<file path="src/rtl/bcd_display_scanner.sv">
// 6-digit multiplexed 7-segment scanner for hh:mm:ss BCD time with per-frame snapshot and slot blanking.
// Optional build macro LEADING_ZERO_BLANK_EN suppresses the hh_tens digit when it is zero.
module bcd_display_scanner #(
  parameter int SCAN_DIV       = 1000,
  parameter int BLANK_CYCLES   = 2,
  parameter bit SEG_ACTIVE_LOW = 1'b1,
  parameter bit AN_ACTIVE_LOW  = 1'b1
) (
  input  logic       clk,
  input  logic       reset,
  input  logic [3:0] hh_tens,
  input  logic [3:0] hh_ones,
  input  logic [3:0] mm_tens,
  input  logic [3:0] mm_ones,
  input  logic [3:0] ss_tens,
  input  logic [3:0] ss_ones,
  input  logic [5:0] dp_mask,
  output logic [6:0] seg,
  output logic       dp,
  output logic [5:0] an,
  output logic       frame_start
);
  localparam int CW = $clog2(SCAN_DIV);
  localparam logic [6:0] SEG_OFF = {7{SEG_ACTIVE_LOW}};
  localparam logic       DP_OFF  = SEG_ACTIVE_LOW;
  localparam logic [5:0] AN_OFF  = {6{AN_ACTIVE_LOW}};

  logic [CW-1:0] cnt_reg;
  logic [2:0]    idx_reg;
  logic [3:0]    digit_in [6];
  logic [3:0]    snap_reg [6];
  logic [5:0]    dp_snap_reg;
  logic [6:0]    seg_reg;
  logic          dp_reg;
  logic [5:0]    an_reg;
  logic          frame_start_reg;

  logic          frame_edge;
  logic          cnt_wrap;
  logic [3:0]    cur_digit;
  logic          blank_slot;
  logic          drive;
  logic [6:0]    seg_next;
  logic [5:0]    an_next;
  logic          dp_next;

  assign digit_in[0] = ss_ones;
  assign digit_in[1] = ss_tens;
  assign digit_in[2] = mm_ones;
  assign digit_in[3] = mm_tens;
  assign digit_in[4] = hh_ones;
  assign digit_in[5] = hh_tens;

  assign frame_edge = (cnt_reg == '0) && (idx_reg == 3'd0);
  assign cnt_wrap   = (cnt_reg == CW'(SCAN_DIV - 1));
  assign cur_digit  = snap_reg[idx_reg];

`ifdef LEADING_ZERO_BLANK_EN
  assign blank_slot = (idx_reg == 3'd5) && (cur_digit == 4'd0);
`else
  assign blank_slot = 1'b0;
`endif

  assign drive = (cnt_reg >= CW'(BLANK_CYCLES)) && !blank_slot;

  function automatic logic [6:0] decode(input logic [3:0] d);
    case (d)
      4'd0:    decode = 7'b0111111;
      4'd1:    decode = 7'b0000110;
      4'd2:    decode = 7'b1011011;
      4'd3:    decode = 7'b1001111;
      4'd4:    decode = 7'b1100110;
      4'd5:    decode = 7'b1101101;
      4'd6:    decode = 7'b1111101;
      4'd7:    decode = 7'b0000111;
      4'd8:    decode = 7'b1111111;
      4'd9:    decode = 7'b1101111;
      default: decode = 7'b1000000;
    endcase
  endfunction

  always_comb begin
    seg_next = 7'b0;
    an_next  = 6'b0;
    dp_next  = 1'b0;
    if (drive) begin
      seg_next = decode(cur_digit);
      an_next  = 6'(6'b1 << idx_reg);
      dp_next  = dp_snap_reg[idx_reg];
    end
  end

  always_ff @(posedge clk) begin
    if (reset) begin
      cnt_reg <= '0;
      idx_reg <= 3'd0;
    end else if (cnt_wrap) begin
      cnt_reg <= '0;
      idx_reg <= (idx_reg == 3'd5) ? 3'd0 : idx_reg + 3'd1;
    end else begin
      cnt_reg <= cnt_reg + CW'(1);
    end
  end

  // Whole-frame snapshot prevents a displayed time from mixing two input values.
  generate
    for (genvar gi = 0; gi < 6; gi++) begin : g_snap
      always_ff @(posedge clk) begin
        if (reset)
          snap_reg[gi] <= 4'd0;
        else if (frame_edge)
          snap_reg[gi] <= digit_in[gi];
      end
    end
  endgenerate

  always_ff @(posedge clk) begin
    if (reset)
      dp_snap_reg <= 6'b0;
    else if (frame_edge)
      dp_snap_reg <= dp_mask;
  end

  always_ff @(posedge clk) begin
    if (reset) begin
      seg_reg         <= SEG_OFF;
      dp_reg          <= DP_OFF;
      an_reg          <= AN_OFF;
      frame_start_reg <= 1'b0;
    end else begin
      seg_reg         <= SEG_ACTIVE_LOW ? ~seg_next : seg_next;
      dp_reg          <= SEG_ACTIVE_LOW ? ~dp_next : dp_next;
      an_reg          <= AN_ACTIVE_LOW ? ~an_next : an_next;
      frame_start_reg <= frame_edge;
    end
  end

  assign seg         = seg_reg;
  assign dp          = dp_reg;
  assign an          = an_reg;
  assign frame_start = frame_start_reg;
endmodule

</file>
<file path="config.mk">
export PLATFORM = sky130hd
export DESIGN_NAME = bcd_display_scanner
export DESIGN_NICKNAME = d
export VERILOG_FILES = /design/src/rtl/bcd_display_scanner.sv
export SDC_FILE = /design/constraint.sdc
export NUM_CORES = 1
export LEC_CHECK = 0
export CAP_MARGIN = 40
export CORE_ASPECT_RATIO = 2
export CORE_MARGIN = 8
export CORE_UTILIZATION = 30
export DETAILED_ROUTE_END_ITERATION = 10
export GPL_TIMING_DRIVEN = 0
export SETUP_SLACK_MARGIN = 0.1
export SLEW_MARGIN = 20
export SYNTH_ARGS = -nofsm -noshare
export SYNTH_HDL_FRONTEND = slang
export SYNTH_SLANG_ARGS = --single-unit
export TNS_END_PERCENT = 1
</file>
<file path="constraint.sdc">
create_clock -name clk -period 4.2 [get_ports clk]
set_clock_uncertainty 0.05 [all_clocks]
set_input_delay 1.05 -clock clk [delete_from_list [all_inputs] [get_ports clk]]
set_output_delay 1.05 -clock clk [all_outputs]
set_load 0.005 [all_outputs]
</file>
==> impl_metrics.tcl <==
set metrics [dict create \
    status "completed" \
    p_leak_nw 1.35 \
    drive_above_1_share_pct 10.6 \
    drtIter0Drc 72 \
    fin_tns_setup_ns 0 \
    clk_pin_slew_ns 0.05 \
    n_fill_cell 855 \
    port_buffers 45 \
    num_rows 48 \
    largest_register_ffs 24 \
    cts_tree "yes" \
    fp.dieH_um 148 \
    async_flop_share_pct 0 \
    tightest_slew_ns 0.670 \
    netlist_area_sq_um 2630 \
    synth-xor-area-share_pct 2.67 \
    antenna_left 0 \
    diodes 0 \
    ctsRootBufferMaster "clkbuf_16" \
    min_path_type "reg -> reg" \
    num_vias 1778 \
    ys_warn_count 0 \
    cts_made_buffers 9 \
    synth-main-ff-cell "dfxtp_1" \
    antenna_found_initial 0 \
    criticalPathCategory "reg -> reg" \
    critPathBufInv 2 \
    nets 321 \
    start_util_pct 30.6 \
    area_delta_synth_final_pct 33.6 \
    slew_violations 0 \
    crit_chain "clkbuf_1 -> mux4_1 -> nor2_1 -> a21o_1 -> inv_1 -> ha_1 -> mux2i_1 -> a32oi_1" \
    cts.path.max_buffers 2 \
    syn_inst 222 \
    p_per_area_nw_per_um2 451 \
    synthSimpleGateAreaFrac_pct 16.2 \
    drt-pass1-iter-count 4 \
    syn-num-nets 264 \
    core-area_sq_um 8590 \
    max-cap-violations 0 \
    boundaryPins 47 \
    clock_latency_ns 0.33 \
    fmaxAchievable_ghz 0.433 \
    muxShareOfSynthArea_pct 10.6 \
    dp.cells 368 \
    start_kind "flop" \
    clock-sinks 61 \
    overflow 0 \
    cp.required_ns 4.33 \
    cp_slowest_cell "mux4_1" \
    setup_viol 0 \
    cts_max_level 3 \
    min_period_over_period_pct 55.0 \
    ir_worst_vdd_uv 231 \
    ys_ff_latch 61 \
    endpoint_kind "flop" \
    min_period_ns 2.31 \
    synth.distinct_cells 37 \
    layout.cells.non_filler 384 \
    finalWirelength_um 5330 \
    grt_pass1_vias 1872 \
    syn_area_per_cell_sq_um 11.8 \
    grt_usage_pct 9.70 \
    grt_max_degree 22 \
    crit_arrival_ns 2.44 \
    synthAdderAreaFrac_pct 4.76 \
    synth-edff-count 24 \
    dp_hpwl_um 4100 \
    cts-resized-gates 0 \
    rsz0062_at_grt "false" \
    critPathMaxStageDelay_ns 0.61 \
    postCtsSetupBuffers 0 \
    setup_slack_ns 1.89 \
    slew_headroom_pct 55.1 \
    vias_per_cell 4.63 \
    grt_pass1_wl_um 8670 \
    wl_per_cell_um 13.9 \
    critPathTopFamily "multiplexers" \
    path_max_fanout 6 \
    hold_viol 0 \
    place_ws_ns 1.61 \
    die-area_sq_um 12200 \
    cts-hold-fix-buffers 0 \
    ys_seq_area_share_pct 55.6 \
    die_x_um 82.2 \
    drc 0 \
    synth_compound_area_share_pct 6.24 \
    synth_top_family_by_area "simple AND/OR/NAND/NOR gates" \
    gp_congestion 0.816 \
]
cells by family after synthesis:
group	Yosys count
and+or+nand+nor	78
DFF	61
buffers and inverters	24
AOI/OAI and AO/OA	22
muxes	19
adders and majority gates	10
xor gates and xnor gates	8
through the flow:
step	util (%)	hold WS [ns]	cell area, sq um	power (W)
floorplan	-	0.391	2630	0.000796
global route	40.9	0.443	3510	0.00165
finish	40.9	0.426	3510	0.00158
CTS	40.9	0.428	3510	0.00161
detailed placement	37.5	0.420	3220	0.000882
global placement	37.3	0.408	3200	0.000874
where the power goes:
group / internal [W] / total, W / switching (W)
registers: 0.000672 / 0.000688 / 0.0000162
logic: 0.0000973 / 0.000178 / 0.0000806
clock network: 0.000470 / 0.000719 / 0.000249
total: 0.00124 / 0.00158 / 0.000345
Yosys cell counts (3+ instances only):
cell type / n / area, sq um
xnor2_1: 5 / 43.8
a32oi_1: 3 / 26.3
mux4_2: 5 / 113
mux2i_1: 6 / 60.1
a21oi_1: 3 / 15.0
clkbuf_1: 10 / 37.5
nor2_1: 18 / 67.6
nand3_1: 7 / 35.0
nand2_1: 8 / 30.0
a22o_1: 8 / 70.1
xor2_1: 3 / 26.3
ha_1: 10 / 125
nor4_1: 3 / 18.8
nor3b_1: 3 / 22.5
dfxtp_1: 37 / 741
and2_1: 27 / 169
mux2_2: 5 / 56.3
and3_1: 3 / 18.8
inv_1: 12 / 45.0
edfxtp_1: 24 / 721
per-layer routing:
layer,track usage (%),routed length [um],vias to the layer above
met4,6.90,173,0
met5,0,0,-
met3,3.14,284,11
met1,9.18,1980,830
met2,16.6,2890,45
li1,-,-,892
cell type report:
type                       count  area, sq um  area share, %
sequential                    61         1460           41.6
multi-input combinational    137         1060           30.2
timing repair buffer          46          465           13.3
clock buffer                  11          243           6.91
tap                          100          125           3.56
buffer                        12         60.1           1.71
clock inverter                 5         50.0           1.43
inverter                      12         45.0           1.28
placed cells by master, fill, tap and decap left out, drive strengths merged, types with 2 or more instances in the layout:
cell / n
dfxtp: 37
and2: 27
xor2: 3
nor2: 18
inv: 12
a32oi: 3
mux2i: 6
a31oi: 2
nor4: 3
mux2: 7
a21oi: 3
ha: 10
nand2: 8
mux4: 6
and3: 3
o21ai: 2
edfxtp: 24
buf: 3
clkbuf: 21
nor3: 2
clkdlybuf4s50: 45
nor3b: 3
clkinv: 4
nand3: 7
a22o: 8
xnor2: 5
path summary, 6_finish.rpt:
path	from	to	slack, ns	cells after the start
setup / recovery	flop	seg[0]$_SDFF_PP1_	1.89	8
hold / removal	cnt_reg[0]$_SDFF_PP0_	cnt_reg[0]$_SDFF_PP0_	0.43	1
setup reg to reg	flop	seg[0]$_SDFF_PP1_	1.89	8
hold reg to reg	cnt_reg[0]$_SDFF_PP0_	cnt_reg[0]$_SDFF_PP0_	0.43	1
(Power assumes the default switching activity.)
